**config.mk**
```make
export PLATFORM = sky130hd
export DESIGN_NAME = uart_protocol_master
export DESIGN_NICKNAME = d
export VERILOG_FILES = /design/src/rtl/uart_protocol_master.sv
export SDC_FILE = /design/constraint.sdc
export NUM_CORES = 1
export LEC_CHECK = 0
export ABC_AREA = 1
export CAP_MARGIN = 30
export CORE_MARGIN = 10
export CORE_UTILIZATION = 45
export CTS_CLUSTER_SIZE = 40
export DETAILED_ROUTE_END_ITERATION = 7
export MAX_ROUTING_LAYER = met4
export PLACE_DENSITY = 0.67
export REMOVE_ABC_BUFFERS = 1
export SLEW_MARGIN = 20
export SYNTH_ARGS = -nofsm -noshare
export SYNTH_HDL_FRONTEND = slang
export SYNTH_SLANG_ARGS = --single-unit
```
**constraint.sdc**
```tcl
create_clock -name i_clk -period 2.7 [get_ports i_clk]
set_clock_uncertainty 0.1 [all_clocks]
set_input_delay 0.54 -clock i_clk [delete_from_list [all_inputs] [get_ports i_clk]]
set_output_delay 0.54 -clock i_clk [all_outputs]
set_load 0.05 [all_outputs]
```
**src/rtl/uart_protocol_master.sv**
```systemverilog
// Host-side initiator for the ASCII UART bus protocol: turns single-byte bus requests
// into "L<addr>", "W<hh>", "R" strings and decodes the two-hex-char read reply.
module uart_protocol_master #(
    parameter bit SKIP_ADDR      = 1'b1,
    parameter int TIMEOUT_CYCLES = 100000
) (
    input  logic        i_clk,
    input  logic        i_reset,
    input  logic        i_cs,
    input  logic        i_we,
    input  logic [15:0] i_addr,
    input  logic [7:0]  i_dat,
    output logic [7:0]  o_dat,
    output logic        o_ack,
    output logic        o_err,
    input  logic        i_target_reset,
    input  logic        i_uart_send_ready,
    output logic        o_uart_send_pulse,
    output logic [7:0]  o_uart_dat,
    input  logic        i_uart_received_pulse,
    input  logic [7:0]  i_uart_dat
);

    localparam int TW = (TIMEOUT_CYCLES > 2) ? $clog2(TIMEOUT_CYCLES) : 1;
    localparam logic [TW-1:0] TMO_MAX = TW'(TIMEOUT_CYCLES - 1);

    localparam logic [7:0] CH_COMMA = 8'h2c;
    localparam logic [7:0] CH_DOT   = 8'h2e;
    localparam logic [7:0] CH_L     = 8'h4c;
    localparam logic [7:0] CH_W     = 8'h57;
    localparam logic [7:0] CH_R     = 8'h52;

    typedef enum logic [3:0] {
        IDLE, SEND_RST, SEND_L, SEND_A, SEND_CMD,
        SEND_D1, SEND_D0, WAIT_R1, WAIT_R0, DONE
    } state_t;

    state_t      state, state_next;
    logic        we_q;
    logic [15:0] addr_q;
    logic [7:0]  wdat_q;
    logic [1:0]  nib_cnt;
    logic [15:0] track_addr;
    logic        track_valid;
    logic        sent_rst;
    logic [TW-1:0] tmo_cnt;
    logic        err_q;

    logic        send;
    logic        capture;
    logic        rst_done;
    logic        acc_hi;
    logic        acc_lo;
    logic        timeout;
    logic [3:0]  addr_nib;
    logic        rx_hex;
    logic [3:0]  rx_nib;

    function automatic logic [7:0] hex_char(input logic [3:0] n);
        hex_char = (n < 4'd10) ? (8'h30 + {4'h0, n}) : (8'h57 + {4'h0, n});
    endfunction

    // Only lower-case hex is a valid reply digit; 'a'-'f' have bit 6 set.
    assign rx_hex = i_uart_received_pulse &&
                    (((i_uart_dat >= 8'h30) && (i_uart_dat <= 8'h39)) ||
                     ((i_uart_dat >= 8'h61) && (i_uart_dat <= 8'h66)));
    assign rx_nib = i_uart_dat[6] ? (i_uart_dat[3:0] + 4'd9) : i_uart_dat[3:0];

    always_comb begin
        state_next = state;
        send       = 1'b0;
        o_uart_dat = 8'h00;
        capture    = 1'b0;
        rst_done   = 1'b0;
        acc_hi     = 1'b0;
        acc_lo     = 1'b0;
        timeout    = 1'b0;
        addr_nib   = 4'h0;
        case (nib_cnt)
            2'd0:    addr_nib = addr_q[15:12];
            2'd1:    addr_nib = addr_q[11:8];
            2'd2:    addr_nib = addr_q[7:4];
            default: addr_nib = addr_q[3:0];
        endcase
        case (state)
            IDLE: begin
                if (i_target_reset != sent_rst) begin
                    state_next = SEND_RST;
                end else if (i_cs) begin
                    capture    = 1'b1;
                    state_next = (SKIP_ADDR && track_valid && (i_addr == track_addr))
                                 ? SEND_CMD : SEND_L;
                end
            end
            SEND_RST: begin
                o_uart_dat = i_target_reset ? CH_COMMA : CH_DOT;
                send       = i_uart_send_ready;
                if (send) begin
                    rst_done   = 1'b1;
                    state_next = IDLE;
                end
            end
            SEND_L: begin
                o_uart_dat = CH_L;
                send       = i_uart_send_ready;
                if (send) state_next = SEND_A;
            end
            SEND_A: begin
                o_uart_dat = hex_char(addr_nib);
                send       = i_uart_send_ready;
                if (send && (nib_cnt == 2'd3)) state_next = SEND_CMD;
            end
            SEND_CMD: begin
                o_uart_dat = we_q ? CH_W : CH_R;
                send       = i_uart_send_ready;
                if (send) state_next = we_q ? SEND_D1 : WAIT_R1;
            end
            SEND_D1: begin
                o_uart_dat = hex_char(wdat_q[7:4]);
                send       = i_uart_send_ready;
                if (send) state_next = SEND_D0;
            end
            SEND_D0: begin
                o_uart_dat = hex_char(wdat_q[3:0]);
                send       = i_uart_send_ready;
                if (send) state_next = DONE;
            end
            WAIT_R1: begin
                if (rx_hex) begin
                    acc_hi     = 1'b1;
                    state_next = WAIT_R0;
                end else if (tmo_cnt == TMO_MAX) begin
                    timeout    = 1'b1;
                    state_next = DONE;
                end
            end
            WAIT_R0: begin
                if (rx_hex) begin
                    acc_lo     = 1'b1;
                    state_next = DONE;
                end else if (tmo_cnt == TMO_MAX) begin
                    timeout    = 1'b1;
                    state_next = DONE;
                end
            end
            DONE:    state_next = IDLE;
            default: state_next = IDLE;
        endcase
    end

    assign o_uart_send_pulse = send;
    assign o_ack             = (state == DONE);
    assign o_err             = (state == DONE) && err_q;

    always_ff @(posedge i_clk) begin
        if (i_reset) begin
            state       <= IDLE;
            we_q        <= 1'b0;
            addr_q      <= 16'h0000;
            wdat_q      <= 8'h00;
            nib_cnt     <= 2'd0;
            track_addr  <= 16'h0000;
            track_valid <= 1'b0;
            sent_rst    <= 1'b0;
            tmo_cnt     <= '0;
            err_q       <= 1'b0;
            o_dat       <= 8'h00;
        end else begin
            state <= state_next;
            if (capture) begin
                we_q   <= i_we;
                addr_q <= i_addr;
                wdat_q <= i_dat;
                err_q  <= 1'b0;
            end
            if ((state == SEND_A) && send) nib_cnt <= nib_cnt + 2'd1;
            if (rst_done) begin
                sent_rst    <= i_target_reset;
                track_valid <= 1'b0;
            end
            // Timer restarts for each reply character; junk bytes do not restart it.
            if (((state == SEND_CMD) && (state_next == WAIT_R1)) || acc_hi) begin
                tmo_cnt <= '0;
            end else if ((state == WAIT_R1) || (state == WAIT_R0)) begin
                tmo_cnt <= tmo_cnt + 1'b1;
            end
            if (acc_hi) o_dat[7:4] <= rx_nib;
            if (acc_lo) o_dat[3:0] <= rx_nib;
            if (timeout) begin
                o_dat       <= 8'h00;
                err_q       <= 1'b1;
                track_valid <= 1'b0;
            end
            if ((state == DONE) && !err_q) begin
                track_addr  <= addr_q + 16'd1;
                track_valid <= 1'b1;
            end
        end
    end

endmodule

```
# After elaboration in Yosys (flattened, before gate mapping)

Cells that the tools add are included.

Register bits after elaboration: 75
Latch bits: 0
Memory bits (writable): 0
Bits in read-only memories: 0
Output and inout bits: 19
Memories: 0

$add $sub $neg: 10
Multiply operators: 0
Divide/modulo/power cells: 0
$lt $le $gt $ge: 7
Equality and inequality tests: 16
Shifts and indexed selects: 0
Muxes and demuxes: 39
Bitwise operators: 0
Reductions and logical operators: 21

Operators with widths:

| cell                                                | count |
|---|---|
| two-way mux 4 bit                                   | 12 |
| one-hot mux 8 bit (6 select lines)                  | 1 |
| one-hot mux 4 bit (9 select lines)                  | 1 |
| adder 7 x 4 -> 8 bit, first input constant          | 3 |
| two-way mux 8 bit                                   | 3 |
| adder 6 x 4 -> 7 bit, first input constant          | 3 |
| equality test 4 x 3 -> 1 bit, second input constant | 5 |
| adder 17 x 1 -> 17 bit, second input constant       | 1 |
| equality test 17 bit, second input constant         | 1 |
| two-way mux 1 bit                                   | 17 |
| adder 16 x 1 -> 16 bit, second input constant       | 1 |
| equality test 16 bit                                | 1 |
| less-than comparator 4 bit, second input constant   | 3 |
| one-hot mux 4 bit (3 select lines)                  | 1 |
| logical AND 1 bit                                   | 9 |
| equality test 4 x 2 -> 1 bit, second input constant | 2 |
| equality test 4 bit, second input constant          | 2 |
| >= comparator 8 x 6 -> 1 bit, second input constant | 1 |
| >= comparator 8 x 7 -> 1 bit, second input constant | 1 |
| <= comparator 8 x 6 -> 1 bit, second input constant | 1 |
| <= comparator 8 x 7 -> 1 bit, second input constant | 1 |
| two-way mux 3 bit                                   | 2 |
| OR reduction 2 bit                                  | 3 |
| OR reduction 6 bit                                  | 1 |
| other kinds (13)                                    | 17 |

# Depth between registers and ports, before layout

Depth after elaboration: 10
Depth in mapped cells: 11
Gate-level depth less buffers: 11

# Worst setup path before layout

Ideal clock, no wire load.

Path kind: register to output
Start point: register nib_cnt[0]
End point: output port o_uart_dat[6]
Arrival: 2.276 ns
Data required time: 2.060 ns
Setup slack: -0.216 ns
Stages on the path, launching flop included: 9
Path through: dfxtp_1 > inv_1 > ha_1 > inv_1 > o21ai_0 > o22ai_1 > nand2_1 > nand2_1 > o21ai_0

Cells in the longest elaborated chain, start to end: 5
Elaborated cells on any way between the ends: 9
Those cells by class: add/sub (2); order compare (1); eq/ne (2); mux (3); reduce/logical (1)

RTL lines:

| item                                               | line | source |
|---|---|---|
| from (decl)                                        | 42   | `logic [1:0] nib_cnt;` |
| from (signal assigned)                             | 176  | `if ((state == SEND_A) && send) nib_cnt <= nib_cnt + 2'd1;` |
| equality test 2 bit, or another cell as far along  | 79   | `case (nib_cnt)` |
| one-hot mux 4 bit (3 select lines) *               | 79   |  |
| adder 7 x 4 -> 8 bit, or another cell as far along | 60   | `hex_char = (n < 4'd10) ? (8'h30 + {4'h0, n}) : (8'h57 + {4'h0, n});` |
| two-way mux 8 bit *                                | 60   |  |
| one-hot mux 8 bit (6 select lines) *               | 85   | `case (state)` |
| to (decl)                                          | 19   | `output logic [7:0] o_uart_dat,` |

Every way passes the cells marked *; elsewhere a longest branch is shown, timed or not.

# Worst setup path in the final report

Start point: register nib_cnt[0]
End point: output port o_uart_dat[2]

The elaborated chain is that of the path after synthesis.

==> qor.yml <==
status:
  status: "complete, no violations"
synthesis:
  ys_types: 39
  yosys_warnings: 0
  ys_seq_elements: 75
  avgSynthCellArea_um2: 6.59
  synthMuxAreaShare: 0
  synthAdderAreaFrac: 0.0380
  ys_top_cells_by_count: "nand2_1, inv_1, nor2_1"
  ys.flop_type: "dfxtp_1"
  seq_area_frac_synth: 0.326
  synth_xor_area_frac: 0.0456
  yosysTopAreaCell: "dfxtp_1"
  synthCells: 700
  ys_top_cells_by_area: "dfxtp_1, nand2_1, inv_1, a21oi_1, o21ai_0"
  syn_area_um2: 4610
  synth_top_family_by_area: "simple AND/OR/NAND/NOR gates"
  synth_compound_area_frac: 0.175
  synthSimpleGateAreaFrac: 0.299
  synth-edff-count: 0
  synth_most_common_cell: "nand2_1"
  async_flop_share: 0
  synth.top_cell.area_share: 0.326
global_route:
  grt_overflow: 0
  grt_pass1_vias: 4467
  grt_pass1_wl_um: 20700
  grt_max_degree: 34
  antenna_found_initial: 0
  grtUsageTotal: 0.175
clock_tree:
  cts_sinks: 75
  tritoncts: "built"
  htreeDepth: 3
  root_buffer: "clkbuf_8"
  path_clk_slew_ns: 0.08
  max-clock-path-buffers: 2
  cts_made_buffers: 9
  clk_latency_ns: 0.38
sta:
  fin_crit_ns: 2.69
  rsz0062_at_grt: "yes"
  fmax_ghz: 0.371
  fin_crit_sh: 0.997
  setup_viol: 0
  slew_violations: 0
  slew_headroom: 0.651
  setup-tns-final_ns: 0
  worst_slack_ns: 0.00704
  worstMarginPinSlew_ns: 0.522
  hold_viol: 0
hold_path:
  worstHoldStart: "o_dat[6]"
  holdPathEnd: "o_dat[6]"
  whs_path_depth: 2
  hold_path.class: "reg -> reg"
floorplan:
  dieArea_um2: 14700
  die_y_um: 121
  io_pins: 58
  start_util: 0.467
  coreArea_um2: 9860
  num_rows: 36
  die_w_um: 121
routing:
  wl_per_cell_um: 14.1
  drc_errors: 0
  firstDrtPassIters: 6
  drt-initial-drc-count: 392
  vias: 4636
  drt-total-wl_um: 12700
  via_per_inst: 5.13
  ant_nets: 0
power_and_ir_drop:
  p_per_area_nw_per_um2: 507
  total_power_mw: 2.99
  p_leak_nw: 2.44
  ir_drop_mv: 0.377
setup_path:
  timing.rr.end: "track_addr[10]"
  reg2reg_depth: 8
  cp_num_buf_inv: 3
  path_max_fanout: 4
  cp.required_ns: 2.06
  critical_path_class: "reg -> out"
  crit_family: "flip-flops"
  startpoint_type: "flip-flop"
  crit_path_cell_trace: "inv_6, ha_4, inv_6, o22ai_4, o22ai_4, ha_4, nand2_2, nand4_1, nand2_1, nand2_2, buf_12"
  cp_slowest_cell: "dfxtp_4"
  end_kind: "primary output"
  slowest_delay_ns: 0.39
  r2r-start: "addr_q[0]"
  worstPathArrival_ns: 2.05
  rrSetupSlack_ns: 0.60
flow_run:
  cap_violations: 0
placed_design:
  port_buffers: 56
  post-place-ws_ns: 0.0449
  place_congestion: 0.944
  dp_hpwl_um: 9280
  dpl_cell_area_um2: 5360
  dp_cells: 879
finish:
  syn2layout_area_growth_pct: 27.8
  fillCellCount: 891
  seq_area_um2: 1520
  n_antenna_cell: 0
  final_area_um2: 5890
  layout-drive-gt1-share: 0.145
  multi_input_area_um2: 2790
  fin_cells: 903
  nets: 818
==> cells in the final DEF (no fill, tap or decap), types with 8 or more instances in the layout <==
master,n
clkdlybuf4s50_1,46
a21oi_1,64
nor2_1,76
buf_4,18
nand3_1,31
clkbuf_8,10
inv_2,11
nand4_1,15
inv_1,95
o21ai_0,57
nor3_1,10
buf_12,8
nand2_2,9
dfxtp_1,69
nand2_1,133
ha_1,9
xor2_1,17
==> worst max path at each step <==
stage | start | to | slack, ns | cells after the start
global route | nib_cnt[0] | o_uart_dat[1] | -0.08 | 12
floorplan | nib_cnt[0] | o_uart_dat[6] | -0.22 | 8
global placement | i_uart_dat[1] | tmo_cnt[2] | 0.17 | 10
detailed placement | i_uart_dat[1] | tmo_cnt[4] | 0.04 | 10
CTS | nib_cnt[0] | o_uart_dat[2] | -0.007 | 11
finish | nib_cnt[0] | o_uart_dat[2] | 0.007 | 11
==> worst min-delay path, stage by stage (launching register included) <==
cell and delay, ns:
dfxtp_1 0.32, nand2_1 0.06, a21oi_1 0.05
==> sequential cells by signal (all words and copies together), names as in the netlist <==
signal       cells
tmo_cnt         17
wdat_q           8
addr_q          16
sent_rst         1
track_addr      16
we_q             1
state            4
nib_cnt          2
o_dat            8
track_valid      1
err_q            1
==> final cells by class <==
cell class                 instances  area share
timing repair buffer              72       0.128
clock buffer                      12      0.0246
inverter                         112      0.0748
tap                              133      0.0282
clock inverter                     4      0.0125
sequential                        75       0.258
multi-input combinational        495       0.474
==> layer usage <==
layer / up-vias / share of wire / GRT usage
met5: - / 0 / -
met3: 16 / 0.066 / 0.0540
met1: 2097 / 0.47 / 0.212
met4: 0 / 0.014 / 0.0507
li1: 2388 / - / -
met2: 135 / 0.45 / 0.275
==> kinds of logic (layout without fill, tap and decap cells) <==
logic type	after synthesis	in the layout
simple gates	304	304
compound gates	152	152
buf+inv	130	200
flops	75	75
xor+xnor	24	24
fa+ha+maj	14	14
other cells	1	1
==> what timing repair did <==
item / CTS / global route
hold buffers: 0 / 0
resized for setup: 33 / 41
pin swaps: 5 / 13
setup endpoints to repair: 7 / 7
setup buffers: 2 / 6
==> stage by stage <==
step                utilization  hold slack (ns)
detailed placement        0.543            0.355
global route              0.597            0.384
global placement          0.543            0.358
finish                    0.597            0.368
floorplan                     -            0.339
CTS                       0.575            0.369
==> where the power goes <==
group	total, mW	internal [mW]	switching [mW]
logic	0.761	0.307	0.453
clock network	0.994	0.547	0.448
registers	1.23	1.16	0.0691
Power figures use the tool's default switching activity.
